$ cat config.mk
export PLATFORM = sky130hd
export DESIGN_NAME = mem_port_arbiter_flat
export DESIGN_NICKNAME = d
export VERILOG_FILES = /design/src/rtl/mem_port_arbiter_if.sv /design/src/rtl/mem_port_arbiter.sv /design/src/flat_wrapper.sv
export SDC_FILE = /design/constraint.sdc
export NUM_CORES = 1
export LEC_CHECK = 0
export CORE_ASPECT_RATIO = 0.9
export CORE_MARGIN = 2
export CORE_UTILIZATION = 25
export DETAILED_ROUTE_END_ITERATION = 12
export PLACE_DENSITY = 0.66
export SETUP_SLACK_MARGIN = 0.2
export SYNTH_ARGS = -nofsm -noshare
export SYNTH_HDL_FRONTEND = slang
export SYNTH_SLANG_ARGS = --single-unit
$ cat constraint.sdc
create_clock -name clk -period 1.78 [get_ports clk]
set_input_delay 0.356 -clock clk [delete_from_list [all_inputs] [get_ports clk]]
set_output_delay 0.356 -clock clk [all_outputs]
set_load 0.005 [all_outputs]
$ cat src/rtl/mem_port_arbiter_if.sv
`default_nettype none
// ============================================================================
//  Module   : mem_port_arbiter_if
//  Brief    : Bundle of FETCH, MEM and RAM port signals for mem_port_arbiter.
//             The slave modport is the arbiter's side. The master modport is
//             the pipeline/RAM environment side.
//  Revision : 1.0 - initial release
// ============================================================================
interface mem_port_arbiter_if #(
    parameter int ADDR_W = 8,
    parameter int DATA_W = 16
);
    logic              halt;
    logic              if_req;
    logic [ADDR_W-1:0] if_addr;
    logic [DATA_W-1:0] if_rdata;
    logic              if_valid;
    logic              mem_req;
    logic              mem_we;
    logic [ADDR_W-1:0] mem_addr;
    logic [DATA_W-1:0] mem_wdata;
    logic [DATA_W-1:0] mem_rdata;
    logic              mem_valid;
    logic              stall_if;
    logic              stall_mem;
    logic              ram_en;
    logic              ram_we;
    logic [ADDR_W-1:0] ram_addr;
    logic [DATA_W-1:0] ram_wdata;
    logic [DATA_W-1:0] ram_rdata;
    logic              idle;

    modport slave (
        input  halt, if_req, if_addr, mem_req, mem_we, mem_addr, mem_wdata, ram_rdata,
        output if_rdata, if_valid, mem_rdata, mem_valid, stall_if, stall_mem,
               ram_en, ram_we, ram_addr, ram_wdata, idle
    );

    modport master (
        output halt, if_req, if_addr, mem_req, mem_we, mem_addr, mem_wdata, ram_rdata,
        input  if_rdata, if_valid, mem_rdata, mem_valid, stall_if, stall_mem,
               ram_en, ram_we, ram_addr, ram_wdata, idle
    );
endinterface
`default_nettype wire

$ cat src/rtl/mem_port_arbiter.sv
`default_nettype none
// ============================================================================
//  Module   : mem_port_arbiter
//  Brief    : Shares one fixed-latency single-port RAM between the FETCH and
//             MEM pipeline stages. MEM has priority, but FETCH wins once it has
//             lost STARVE_LIMIT grants in a row. FETCH is blocked while halt=1.
//  Revision : 1.0 - initial release
// ============================================================================
module mem_port_arbiter #(
    parameter int ADDR_W       = 8,
    parameter int DATA_W       = 16,
    parameter int LATENCY      = 2,
    parameter int STARVE_LIMIT = 4
) (
    input  wire logic         clk,
    input  wire logic         rst_n,
    mem_port_arbiter_if.slave bus
);
    localparam int LAT_W = $clog2(LATENCY + 1);
    localparam int STV_W = $clog2(STARVE_LIMIT + 1);
    localparam logic [LAT_W-1:0] C_LAT_LOAD   = LAT_W'(LATENCY);
    localparam logic [LAT_W-1:0] C_LAT_ONE    = LAT_W'(1);
    localparam logic [STV_W-1:0] C_STARVE_MAX = STV_W'(STARVE_LIMIT);
    localparam logic [STV_W-1:0] C_STARVE_ONE = STV_W'(1);

    typedef enum logic [1:0] {
        ST_IDLE     = 2'd0,
        ST_BUSY_IF  = 2'd1,
        ST_BUSY_MEM = 2'd2
    } state_t;

    state_t            r_state;
    logic [LAT_W-1:0]  r_lat_cnt;
    logic [STV_W-1:0]  r_starve_cnt;
    logic              r_ram_en;
    logic              r_ram_we;
    logic [ADDR_W-1:0] r_ram_addr;
    logic [DATA_W-1:0] r_ram_wdata;
    logic              r_if_valid;
    logic              r_mem_valid;

    logic w_arb_slot;
    logic w_if_elig;
    logic w_pick_if;
    logic w_pick_mem;

    // A grant may be issued from IDLE. It may also be issued at the edge that
    // ends a completion cycle, which lets back-to-back accesses run at one per
    // LATENCY+1 cycles. The latency counter reaches zero only in the
    // completion cycle.
    assign w_arb_slot = (r_state == ST_IDLE) || (r_lat_cnt == '0);
    assign w_if_elig  = bus.if_req & ~bus.halt;
    assign w_pick_if  = w_if_elig & (~bus.mem_req | (r_starve_cnt == C_STARVE_MAX));
    assign w_pick_mem = bus.mem_req & ~w_pick_if;

    // Grant, access sequencing, completion pulses and starvation tracking
    always_ff @(posedge clk or negedge rst_n) begin
        if (!rst_n) begin
            r_state      <= ST_IDLE;
            r_lat_cnt    <= '0;
            r_starve_cnt <= '0;
            r_ram_en     <= 1'b0;
            r_ram_we     <= 1'b0;
            r_ram_addr   <= '0;
            r_ram_wdata  <= '0;
            r_if_valid   <= 1'b0;
            r_mem_valid  <= 1'b0;
        end else begin
            r_ram_en    <= 1'b0;
            r_if_valid  <= 1'b0;
            r_mem_valid <= 1'b0;
            if (w_arb_slot) begin
                if (w_pick_if) begin
                    r_state      <= ST_BUSY_IF;
                    r_ram_en     <= 1'b1;
                    r_ram_we     <= 1'b0;
                    r_ram_addr   <= bus.if_addr;
                    r_lat_cnt    <= C_LAT_LOAD;
                    r_starve_cnt <= '0;
                end else if (w_pick_mem) begin
                    r_state     <= ST_BUSY_MEM;
                    r_ram_en    <= 1'b1;
                    r_ram_we    <= bus.mem_we;
                    r_ram_addr  <= bus.mem_addr;
                    r_ram_wdata <= bus.mem_wdata;
                    r_lat_cnt   <= C_LAT_LOAD;
                    if (w_if_elig && (r_starve_cnt != C_STARVE_MAX)) begin
                        r_starve_cnt <= r_starve_cnt + C_STARVE_ONE;
                    end
                end else begin
                    r_state <= ST_IDLE;
                end
            end else begin
                r_lat_cnt <= r_lat_cnt - C_LAT_ONE;
                // The count is about to reach zero, so the next cycle is the
                // one in which the RAM data is valid.
                if (r_lat_cnt == C_LAT_ONE) begin
                    r_if_valid  <= (r_state == ST_BUSY_IF);
                    r_mem_valid <= (r_state == ST_BUSY_MEM);
                end
            end
        end
    end

    assign bus.ram_en    = r_ram_en;
    assign bus.ram_we    = r_ram_we;
    assign bus.ram_addr  = r_ram_addr;
    assign bus.ram_wdata = r_ram_wdata;
    assign bus.if_valid  = r_if_valid;
    assign bus.mem_valid = r_mem_valid;
    assign bus.if_rdata  = bus.ram_rdata;
    assign bus.mem_rdata = bus.ram_rdata;
    assign bus.stall_if  = bus.if_req & ~r_if_valid;
    assign bus.stall_mem = bus.mem_req & ~r_mem_valid;
    assign bus.idle      = (r_state == ST_IDLE);

endmodule
`default_nettype wire

$ cat src/flat_wrapper.sv
// flat-port wrapper written by rule: the top's interface ports become plain ports
module mem_port_arbiter_flat 
#(
    parameter int ADDR_W       = 8,
    parameter int DATA_W       = 16,
    parameter int LATENCY      = 2,
    parameter int STARVE_LIMIT = 4
)
  (clk, rst_n, bus_halt, bus_if_req, bus_if_addr, bus_mem_req, bus_mem_we, bus_mem_addr, bus_mem_wdata, bus_ram_rdata, bus_if_rdata, bus_if_valid, bus_mem_rdata, bus_mem_valid, bus_stall_if, bus_stall_mem, bus_ram_en, bus_ram_we, bus_ram_addr, bus_ram_wdata, bus_idle);
  mem_port_arbiter_if #(.ADDR_W(ADDR_W), .DATA_W(DATA_W)) bus_i ();
  input  wire logic clk;
  input  wire logic rst_n;
  input wire logic [$bits(bus_i.halt)-1:0] bus_halt;
  input wire logic [$bits(bus_i.if_req)-1:0] bus_if_req;
  input wire logic [$bits(bus_i.if_addr)-1:0] bus_if_addr;
  input wire logic [$bits(bus_i.mem_req)-1:0] bus_mem_req;
  input wire logic [$bits(bus_i.mem_we)-1:0] bus_mem_we;
  input wire logic [$bits(bus_i.mem_addr)-1:0] bus_mem_addr;
  input wire logic [$bits(bus_i.mem_wdata)-1:0] bus_mem_wdata;
  input wire logic [$bits(bus_i.ram_rdata)-1:0] bus_ram_rdata;
  output wire logic [$bits(bus_i.if_rdata)-1:0] bus_if_rdata;
  output wire logic [$bits(bus_i.if_valid)-1:0] bus_if_valid;
  output wire logic [$bits(bus_i.mem_rdata)-1:0] bus_mem_rdata;
  output wire logic [$bits(bus_i.mem_valid)-1:0] bus_mem_valid;
  output wire logic [$bits(bus_i.stall_if)-1:0] bus_stall_if;
  output wire logic [$bits(bus_i.stall_mem)-1:0] bus_stall_mem;
  output wire logic [$bits(bus_i.ram_en)-1:0] bus_ram_en;
  output wire logic [$bits(bus_i.ram_we)-1:0] bus_ram_we;
  output wire logic [$bits(bus_i.ram_addr)-1:0] bus_ram_addr;
  output wire logic [$bits(bus_i.ram_wdata)-1:0] bus_ram_wdata;
  output wire logic [$bits(bus_i.idle)-1:0] bus_idle;
  assign bus_i.halt = bus_halt;
  assign bus_i.if_req = bus_if_req;
  assign bus_i.if_addr = bus_if_addr;
  assign bus_i.mem_req = bus_mem_req;
  assign bus_i.mem_we = bus_mem_we;
  assign bus_i.mem_addr = bus_mem_addr;
  assign bus_i.mem_wdata = bus_mem_wdata;
  assign bus_i.ram_rdata = bus_ram_rdata;
  assign bus_if_rdata = bus_i.if_rdata;
  assign bus_if_valid = bus_i.if_valid;
  assign bus_mem_rdata = bus_i.mem_rdata;
  assign bus_mem_valid = bus_i.mem_valid;
  assign bus_stall_if = bus_i.stall_if;
  assign bus_stall_mem = bus_i.stall_mem;
  assign bus_ram_en = bus_i.ram_en;
  assign bus_ram_we = bus_i.ram_we;
  assign bus_ram_addr = bus_i.ram_addr;
  assign bus_ram_wdata = bus_i.ram_wdata;
  assign bus_idle = bus_i.idle;
  mem_port_arbiter #(.ADDR_W(ADDR_W), .DATA_W(DATA_W), .LATENCY(LATENCY), .STARVE_LIMIT(STARVE_LIMIT)) u_core (.clk(clk), .rst_n(rst_n), .bus(bus_i));
endmodule
==> key figures, run 1 <==
Final layout
  – Commonest non-fill, non-tap cell in the layout: clkdlybuf4s50_1
  – Share of layout cells above drive strength 1: 27.2%
  – Number of fill cells in the layout: 748
  – Layout Utilization: 36.8%
  – Commonest cells after routing, fill and taps aside: clkdlybuf4s50_1, dfrtp_1, buf_4
  – Nets: 289
  – Ant. Diodes: 0
  – Finished Cell Area: 2770 um^2
  – Area delta synth->final: 43.0%

Pwr
  – Leakage component of the power: 0.00128 uW
  – Worst vdd rail ir drop: 0.000427 V
  – Power density over cell area: 1460 nW/um^2

Routing
  – Post-DR vias/cell: 4.32
  – Total Wirelength: 4390 um
  – DRC violation total after the first TritonRoute iteration: 70
  – WL per Instance: 13.4 um
  – Number of DRC violations after detailed routing: 0
  – Total vias in the final route: 1,417
  – DRT antenna net count: 0
  – Number of search-and-repair iterations in the first detailed-routing pass: 4

Synth
  – Yosys Warn Count: 0
  – Synthesized instance count: 176
  – Post-Syn Area: 1940 um^2
  – Count of cell types in the netlist: 35
  – Syn_nets: 234
  – Synthesized area divided by synthesized cell count: 11.0 um^2
  – Post-synthesis sequential element count: 35
  – Fraction of registers with async set or reset after synthesis: 100%
  – Number of flops mapped to enable cells by yosys: 0
  – Leading register cell type out of synthesis: dfrtp_1
  – Sequential element share of the synthesized area: 45.2%

Global routing
  – Overall routing resource usage: 10.6%
  – Antenna violations before repair: 1
  – Number of global-route vias before repair: 1,485
  – Global-route wire length before repair: 7210 um
  – Overflow left after global routing: 0
  – Largest net degree at the start of global routing: 36

Die
  – Die outline area: 8480 um^2
  – Chip Height: 87.6 um
  – Count of pins on the block boundary: 117
  – Site row count: 30
  – Starting density of the core: 25.7%
  – Core area: 7540 um^2
  – Horiz. Die Dim: 96.8 um

Clock tree
  – Clock latency on the worst-skew pair: 280 ps
  – Root buffer cell: clkbuf_8
  – Clk pin slew, worst setup/hold paths: 70 ps
  – # H-tree levels: 2
  – Clock tree buffer depth: 2
  – Number of sinks driven by the clock tree: 35
  – TritonCTS buffer count: 5
  – TritonCTS clock tree: built

Timing
  – Final period utilization: 92.7%
  – Final Skew: 4.03 ps
  – Tightest slew margin relative to the limit: 70.2%
  – Post-route setup TNS: 0 ps
  – Number of slew-limit violations in the final report: 0
  – Worst slack on hold paths: 91.9 ps
  – Hold Violations, Final: 0
  – Least setup slack across all paths after layout: 130 ps
  – Worst-margin pin slew: 447 ps
  – Unrepaired setup endpoints after global routing: yes
  – Setup violators final: 0
  – Tmin final: 1650 ps
  – Max frequency: 606 MHz

Critical path
  – Startpoint type of the worst setup path: flop
  – Required time of the critical path: 1940 ps
  – Setup Crit Path Kind: reg -> reg
  – Worst-path maximum fanout: 18
  – Kind of capture point of the worst setup path: flop
  – Arrival time of the worst setup path: 1810 ps

Placement
  – Placement Cell Area: 2580 um^2
  – Detail Placement HPWL: 3240 um
  – Placer's final routability congestion estimate: 0.734
  – Number of buffers inserted by port buffering: 68
  – Worst setup slack before clock tree synthesis: -219 ps

Run status
  – Run status: completed

Job
  – Max Cap Viol: 0

Min path
  – Class of the tightest hold or removal check: in -> async
[metal layers]
metal | GRT usage (%) | part of all wire, % | vias up
met4 | 4.10 | 0.93 | 2
met5 | 0 | 0.25 | -
met2 | 17.7 | 48 | 36
li1 | - | - | 694
met1 | 13.0 | 44 | 681
met3 | 3.27 | 6.5 | 4
[cells in the mapped netlist (2+ instances only)]
cell type   n  area (um^2)
dfrtp_1    35          876
nand2_1     2         7.51
nor2_1      2         7.51
buf_4      32          240
mux2_2      8         90.1
inv_1      18         67.6
and3b_1     8         70.1
a21oi_1     2         10.0
mux2_4      8          120
o21ai_0    12         60.1
a221oi_1    8         70.1
nand4_1     3         18.8
a22oi_1     8         60.1
clkbuf_1    6         22.5
ha_1        4         50.1
[final cells by class]
type	count	area (um^2)	area share, %
clock buffer	7	76.3	2.75
clock inverter	1	5.00	0.180
inverter	18	67.6	2.44
multi-input combinational	82	778	28.1
sequential	35	876	31.6
tap	96	120	4.33
timing repair buffer	89	851	30.7
[path summary, 6_finish.rpt]
kind / startpoint / endpoint / depth (start not counted) / slack [ps]
max: u_core.r_lat_cnt[1]$_DFFE_PN0P_ / u_core.bus.ram_wdata[8]$_DFFE_PN0P_ / 6 / 130
min: rst_n / u_core.bus.ram_addr[2]$_DFFE_PN0P_ / 2 / 90
max reg2reg: u_core.r_lat_cnt[1]$_DFFE_PN0P_ / u_core.bus.ram_wdata[8]$_DFFE_PN0P_ / 6 / 130
min reg2reg: u_core.bus.ram_we$_DFFE_PN0P_ / u_core.bus.ram_we$_DFFE_PN0P_ / 1 / 490
max in group asynchronous: rst_n / u_core.bus.ram_addr[0]$_DFFE_PN0P_ / 2 / 1350
min in group clk: u_core.bus.ram_we$_DFFE_PN0P_ / u_core.bus.ram_we$_DFFE_PN0P_ / 1 / 490
[cell families (layout without fill, tap and decap cells)]
family          count (synthesis)  count (layout)  synth area share (%)
compound gates                 39              39                  14.5
fa+ha+maj                       4               4                  2.58
buf+inv                        59             115                  18.6
flops                          35              35                  45.2
mux                            16              16                  10.8
simple gates                   23              23                  8.39
[repair_timing]
action | 4_1_cts | 5_1_grt
hold buffers | 0 | 0
buffers inserted | 2 | 2
setup endpoints to repair | 27 | 28
gates resized for setup | 16 | 9
pin swaps | 2 | 0
[stage by stage]
stage	instances	power (uW)
6_report	328	4040
5_1_grt	328	4370
4_1_cts	326	4060
3_5_place_dp	316	3390
3_3_place_gp	316	3360
2_1_floorplan	176	2420
[flip-flops by register name, summed over array words and instances (netlist names)]
register              flops
u_core.bus.ram_wdata     16
u_core.bus.ram_addr       8
u_core.r_starve_cnt       3
u_core.r_lat_cnt          2
u_core.r_state            2
u_core.bus.if_valid       1
u_core.bus.mem_valid      1
u_core.bus.ram_en         1
u_core.bus.ram_we         1
[power by group]
part	switching, uW	leakage (uW)	internal, uW	total (uW)
clock network	271	0.0000422	275	546
registers	232	0.000416	1180	1410
logic	761	0.000819	1330	2090
[critical path, stage by stage (launching register included)]
cell and delay (ps):
dfrtp_1 390, inv_2 80, ha_4 120, o21ba_4 150
a311o_1 310, buf_12 170, mux2_4 300
Note: power is estimated with default switching activity, not from simulation.
==> inputs of run 2 (changes only) <==
--- a/config.mk
+++ b/config.mk
@@ -5,7 +5,7 @@
 export SDC_FILE = /design/constraint.sdc
 export NUM_CORES = 1
 export LEC_CHECK = 0
-export CORE_ASPECT_RATIO = 0.9
+export CAP_MARGIN = 20
 export CORE_MARGIN = 2
 export CORE_UTILIZATION = 25
 export DETAILED_ROUTE_END_ITERATION = 12
==> key figures, run 2 (same netlist as run 1, synthesis figures left out) <==
Run status
  – Run status: completed

Timing
  – Number of slew-limit violations in the final report: 0 (unchanged)
  – Worst slack on hold paths: 504 ps (+412 ps)
  – Final period utilization: 94.0% (+1.3 points)
  – Unrepaired setup endpoints after global routing: yes
  – Hold Violations, Final: 0 (unchanged)
  – Worst-margin pin slew: 387 ps (-59.9 ps)
  – Max frequency: 598 MHz (-1.4%)
  – Tightest slew margin relative to the limit: 74.2% (+4.0 points)
  – Setup violators final: 0 (unchanged)
  – Tmin final: 1670 ps (+23.7 ps)
  – Final Skew: 8.34 ps (+4.31 ps)

Pwr
  – Power density over cell area: 1510 nW/um^2 (+3.8%)
  – Worst vdd rail ir drop: 0.000399 V (-6.5%)
  – Sequential cell fraction of total power: 32.2% (-2.7 points)
  – Power Internal: 2960 uW (+6.6%)
  – Clock power share: 13.1% (-0.4 points)
  – Switching power total: 1340 uW (+5.7%)
  – Switching part of the total power: 31.1% (-0.18 points)
  – Gate power share: 54.8% (+3.2 points)
  – Leakage component of the power: 0.00133 uW (+4.2%)

Critical path
  – Kind of capture point of the worst setup path: flop
  – Startpoint type of the worst setup path: flop
  – Critical path's largest stage delay: 400 ps (about the same)
  – Flop-to-flop setup slack: 110 ps (-20 ps)
  – Required time of the critical path: 1950 ps (about the same)
  – Cell with the biggest individual delay on the critical path: dfrtp_1
  – Worst-path maximum fanout: 18 (unchanged)
  – Largest delay share family, worst path: compound AO/OA/AOI/OAI gates
  – Setup Crit Path Kind: reg -> reg
  – Arrival time of the worst setup path: 1850 ps (+40 ps)
  – Crit path buf inv count: 2 (unchanged)
  – Critical path, cell by cell: inv_2, ha_4, o21ba_4, a311o_1, buf_12, mux2_4

Die
  – Site row count: 32 (+6.7%)
  – Horiz. Die Dim: 92.1 um (-4.9%)
  – Count of pins on the block boundary: 117 (unchanged)
  – Die outline area: 8480 um^2 (about the same)
  – Core area: 7610 um^2 (+0.83%)
  – Chip Height: 92.1 um (+5.2%)
  – Starting density of the core: 25.5% (-0.21 points)

Routing
  – Post-DR vias/cell: 4.38 (+1.5%)
  – Total vias in the final route: 1,504 (+6.1%)
  – Number of DRC violations after detailed routing: 0 (unchanged)
  – WL per Instance: 13.5 um (+0.96%)
  – Total Wirelength: 4640 um (+5.6%)
  – Number of search-and-repair iterations in the first detailed-routing pass: 4 (unchanged)
  – DRT antenna net count: 0 (unchanged)
  – DRC violation total after the first TritonRoute iteration: 53 (-24%)

Final layout
  – Nets: 298 (+3.1%)
  – Number of fill cells in the layout: 755 (+0.94%)
  – Area delta synth->final: 46.5%
  – Ant. Diodes: 0 (unchanged)
  – Commonest cells after routing, fill and taps aside: clkdlybuf4s50_1, dfrtp_1, buf_4
  – Finished Cell Area: 2840 um^2 (+2.4%)
  – Flip-flop count of the largest register, all copies and words added: 16 (unchanged)
  – Multi-input gate area: 732 um^2 (-5.9%)
  – Sequential standard cell area: 876 um^2 (unchanged)
  – Share of layout cells above drive strength 1: 27.0% (-0.18 points)
  – Layout Utilization: 37.3% (+0.57 points)
  – Commonest non-fill, non-tap cell in the layout: clkdlybuf4s50_1

Job
  – Max Cap Viol: 0 (unchanged)

Clock tree
  – Clk pin slew, worst setup/hold paths: 70 ps (about the same)
  – Number of sinks driven by the clock tree: 35 (unchanged)
  – Clock tree buffer depth: 2 (unchanged)
  – Root buffer cell: clkbuf_8
  – # H-tree levels: 2 (unchanged)
  – TritonCTS buffer count: 5 (unchanged)
  – Clock latency on the worst-skew pair: 290 ps (about the same)
  – TritonCTS clock tree: built

Global routing
  – Number of global-route vias before repair: 1,493 (+0.54%)
  – Overflow left after global routing: 0 (unchanged)
  – Antenna violations before repair: 0 (-1)
  – Largest net degree at the start of global routing: 19 (-47%)
  – Global-route wire length before repair: 7240 um (+0.39%)
  – Overall routing resource usage: 10.9% (+0.28 points)

Placement
  – Number of buffers inserted by port buffering: 68 (unchanged)
  – Placer's final routability congestion estimate: 0.750 (+2.2%)
  – Placement Cell Area: 2620 um^2 (+1.2%)
  – Detail Placement HPWL: 3410 um (+5.2%)

Min path
  – Class of the tightest hold or removal check: reg -> reg
-- run 2: repair_timing --
item	CTS	global route
gates cloned	0	1
endpoints found under the setup margin	22	24
endpoints found under the hold margin	17	0
gates resized for setup	10	11
setup buffers	2	6
pin swaps	1	1
hold buffers	1	0
-- run 2: power groups by stage --
stage          Sequential [uW]  Combinational [uW]  Clock, uW
2_1_floorplan             1420                1000          0
5_1_grt                   1430                2540        619
3_3_place_gp              1400                1980          0
6_report                  1380                2350        562
4_1_cts                   1380                2100        585
3_5_place_dp              1410                2030          0
-- run 2: layer usage --
metal  global-route usage [%]  vias to the layer above  routed length (um)
li1                         -                      716                   -
met1                     13.4                      721                2040
met2                     17.3                       58                2190
met3                     3.62                        9                 310
met4                     4.98                        0                  98
met5                        0                        -                   0
-- run 2: final cells by class --
type | instances | area share, %
clock buffer | 5 | 2.42
multi-input combinational | 82 | 25.8
tap | 102 | 4.49
inverter | 18 | 2.38
sequential | 35 | 30.8
clock inverter | 3 | 0.529
timing repair buffer | 98 | 33.6
-- run 2: worst paths after layout --
| kind | depth (start not counted) | start | endpoint |
|---|---|---|---|
| min in group asynchronous | 2 | rst_n | u_core.bus.ram_we$_DFFE_PN0P_ |
| min reg2reg | 1 | u_core.bus.ram_wdata[15]$_DFFE_PN0P_ | u_core.bus.ram_wdata[15]$_DFFE_PN0P_ |
| max in group asynchronous | 3 | rst_n | u_core.bus.ram_en$_DFF_PN0_ |
| min | 1 | u_core.bus.ram_wdata[15]$_DFFE_PN0P_ | u_core.bus.ram_wdata[15]$_DFFE_PN0P_ |
| max | 6 | u_core.r_lat_cnt[1]$_DFFE_PN0P_ | u_core.bus.ram_wdata[7]$_DFFE_PN0P_ |
| max reg2reg | 6 | u_core.r_lat_cnt[1]$_DFFE_PN0P_ | u_core.bus.ram_wdata[7]$_DFFE_PN0P_ |
-- run 2: through the flow --
step                      std cells  setup TNS, ps  power (uW)  setup WS (ps)
final                           343              0        4290            107
after global routing            343              0        4590           59.8
after CTS                       336              0        4070           99.1
after detailed placement        325          -4310        3450           -232
after global placement          325          -3890        3380           -238
after floorplan                 176              0        2420           19.5
-- run 2: worst reg2reg max path, cell delays in order (launching register included) --
cell and delay (ps):
dfrtp_1 400, inv_2 90, ha_4 130, o21ba_4 160
a311o_1 310, buf_12 170, mux2_4 300
==> inputs of run 3 (changes only) <==
--- a/config.mk
+++ b/config.mk
@@ -14,3 +14,4 @@
 export SYNTH_ARGS = -nofsm -noshare
 export SYNTH_HDL_FRONTEND = slang
 export SYNTH_SLANG_ARGS = --single-unit
+export TNS_END_PERCENT = 10
==> key figures, run 3 (same netlist as run 1, synthesis figures left out) <==
Placement
  – Number of buffers inserted by port buffering: 68 (unchanged)
  – Cell Count Post-Placement: 325 (unchanged)
  – Detail Placement HPWL: 3410 um (unchanged)
  – Placement Cell Area: 2620 um^2 (unchanged)
  – Placer's final routability congestion estimate: 0.750 (unchanged)

Timing
  – Tmin final: 1700 ps (+21.8 ps)
  – Final Skew: 7.04 ps (-1.30 ps)
  – Post-route setup TNS: 0 ps (unchanged)
  – Setup violators final: 0 (unchanged)
  – Number of slew-limit violations in the final report: 0 (unchanged)
  – Unrepaired setup endpoints after global routing: yes
  – Final period utilization: 95.2% (+1.2 points)
  – Max frequency: 590 MHz (-1.3%)
  – Tightest slew margin relative to the limit: 74.2% (unchanged)
  – Hold Violations, Final: 0 (unchanged)
  – Worst-margin pin slew: 387 ps (unchanged)

Final layout
  – Commonest non-fill, non-tap cell in the layout: clkdlybuf4s50_1
  – Ant. Diodes: 0 (unchanged)
  – Flip-flop count of the largest register, all copies and words added: 16 (unchanged)
  – Nets: 291 (-2.3%)
  – Commonest cells after routing, fill and taps aside: clkdlybuf4s50_1, dfrtp_1, buf_4
  – Multi-input gate area: 708 um^2 (-3.2%)
  – Number of fill cells in the layout: 770 (+2.0%)
  – Sequential standard cell area: 876 um^2 (unchanged)
  – Final cell count without fillers: 336 (-2.0%)
  – Finished Cell Area: 2730 um^2 (-3.8%)
  – Share of layout cells above drive strength 1: 22.6% (-4.3 points)
  – Area delta synth->final: 40.8%

Min path
  – Class of the tightest hold or removal check: reg -> reg

Pwr
  – Switching power total: 1250 uW (-6.2%)
  – Gate power share: 51.5% (-3.3 points)
  – Switching part of the total power: 31.3% (+0.17 points)
  – Sequential cell fraction of total power: 34.5% (+2.3 points)
  – Worst vdd rail ir drop: 0.000369 V (-7.6%)
  – Power density over cell area: 1470 nW/um^2 (-3.0%)
  – Power Internal: 2750 uW (-6.9%)
  – Leakage component of the power: 0.00125 uW (-6.2%)
  – Clock power share: 14.0% (+0.9 points)

Clock tree
  – Clock tree buffer depth: 2 (unchanged)
  – Root buffer cell: clkbuf_8
  – TritonCTS buffer count: 5 (unchanged)
  – Clk pin slew, worst setup/hold paths: 70 ps (about the same)
  – Clock latency on the worst-skew pair: 290 ps (about the same)
  – Number of sinks driven by the clock tree: 35 (unchanged)
  – # H-tree levels: 2 (unchanged)
  – TritonCTS clock tree: built

Critical path
  – Critical path, cell by cell: clkdlybuf4s50_1, nor2b_2, a311o_1, buf_12, mux2_4
  – Setup Crit Path Kind: in -> reg
  – Crit path buf inv count: 2 (unchanged)
  – Cell with the biggest individual delay on the critical path: clkdlybuf4s50_1
  – Largest delay share family, worst path: buffers and inverters
  – Worst-path maximum fanout: 18 (unchanged)
  – Critical path's largest stage delay: 570 ps (+170 ps)
  – Required time of the critical path: 1950 ps (about the same)
  – Kind of capture point of the worst setup path: flop
  – Arrival time of the worst setup path: 1870 ps (+20 ps)
  – Startpoint type of the worst setup path: input pin

Routing
  – Total Wirelength: 4470 um (-3.6%)
  – Number of search-and-repair iterations in the first detailed-routing pass: 4 (unchanged)
  – DRC violation total after the first TritonRoute iteration: 46 (-13%)
  – WL per Instance: 13.3 um (-1.6%)
  – Post-DR vias/cell: 4.34 (-1.0%)
  – DRT antenna net count: 0 (unchanged)
  – Total vias in the final route: 1,458 (-3.1%)
  – Number of DRC violations after detailed routing: 0 (unchanged)

Global routing
  – Overflow left after global routing: 0 (unchanged)
  – Global-route wire length before repair: 7230 um (about the same)
  – Overall routing resource usage: 10.9% (-0.017 points)
  – Number of global-route vias before repair: 1,498 (+0.33%)
  – Antenna violations before repair: 0 (unchanged)
  – Largest net degree at the start of global routing: 19 (unchanged)

Run status
  – Run status: completed

Die
  – Starting density of the core: 25.5% (unchanged)
  – Horiz. Die Dim: 92.1 um (unchanged)
  – Site row count: 32 (unchanged)
  – Core area: 7610 um^2 (unchanged)
  – Count of pins on the block boundary: 117 (unchanged)
  – Die outline area: 8480 um^2 (unchanged)
  – Chip Height: 92.1 um (unchanged)

Job
  – Max Cap Viol: 0 (unchanged)
==> run 3: cell types whose count changed in the layout (fill, tap and decap cells not counted), moves of 2 or more <==
cell,before,now
clkdlybuf4s50_1,59,65
buf_4,25,20
dlymetal6s2s_1,4,0
inv_1,16,18
inv_2,2,0
dlygate4sd2_1,2,0
==> run 3: final cells by class <==
class	instances	area share [%]
sequential	35	32.1
timing repair buffer	91	31.8
multi-input combinational	82	25.9
tap	102	4.67
clock buffer	5	2.52
inverter	18	2.47
clock inverter	3	0.550
==> run 3: power by group through the flow <==
stage / registers, uW / clock network, uW / logic [uW]
floorplan: 1420 / 0 / 1000
global placement: 1400 / 0 / 1980
detailed placement: 1410 / 0 / 2030
CTS: 1380 / 585 / 2100
global route: 1430 / 619 / 2250
finish: 1380 / 561 / 2070
==> run 3: stage by stage <==
stage               hold slack [ps]  util (%)  total power (uW)  setup WS [ps]
floorplan                      60.4         -              2420           19.5
global route                    521      35.9              4300           37.2
CTS                             507      35.9              4060           90.8
detailed placement              301      34.4              3450           -232
finish                          504      35.9              4010           84.8
global placement                298      34.4              3380           -238
==> run 3: worst paths after layout <==
kind / cells past startpoint / start / end / slack [ps]
min in group asynchronous: 2 / rst_n / u_core.bus.ram_we$_DFFE_PN0P_ / 520
min: 1 / u_core.bus.ram_wdata[15]$_DFFE_PN0P_ / u_core.bus.ram_wdata[15]$_DFFE_PN0P_ / 500
max: 5 / bus_halt / u_core.bus.ram_wdata[7]$_DFFE_PN0P_ / 80
max reg2reg: 6 / u_core.r_lat_cnt[1]$_DFFE_PN0P_ / u_core.bus.ram_wdata[7]$_DFFE_PN0P_ / 90
max in group asynchronous: 3 / rst_n / u_core.bus.ram_en$_DFF_PN0_ / 670
min reg2reg: 1 / u_core.bus.ram_wdata[15]$_DFFE_PN0P_ / u_core.bus.ram_wdata[15]$_DFFE_PN0P_ / 500
==> run 3: what timing repair did <==
action                                  4_1_cts  5_1_grt
setup buffers                                 2        0
hold endpoints to repair                     17        0
gates resized for setup                       6        1
hold buffers                                  1        0
endpoints found under the setup margin       22       32
==> run 3: per-layer routing <==
| metal | vias up | track usage (%) | wire (um) | share of wire, % |
|---|---|---|---|---|
| met1 | 680 | 13.4 | 1930 | 43 |
| met4 | 0 | 4.98 | 107 | 2.4 |
| met2 | 67 | 17.2 | 2060 | 46 |
| met3 | 11 | 3.62 | 381 | 8.5 |
| li1 | 700 | - | - | - |
| met5 | - | 0 | 0 | 0 |
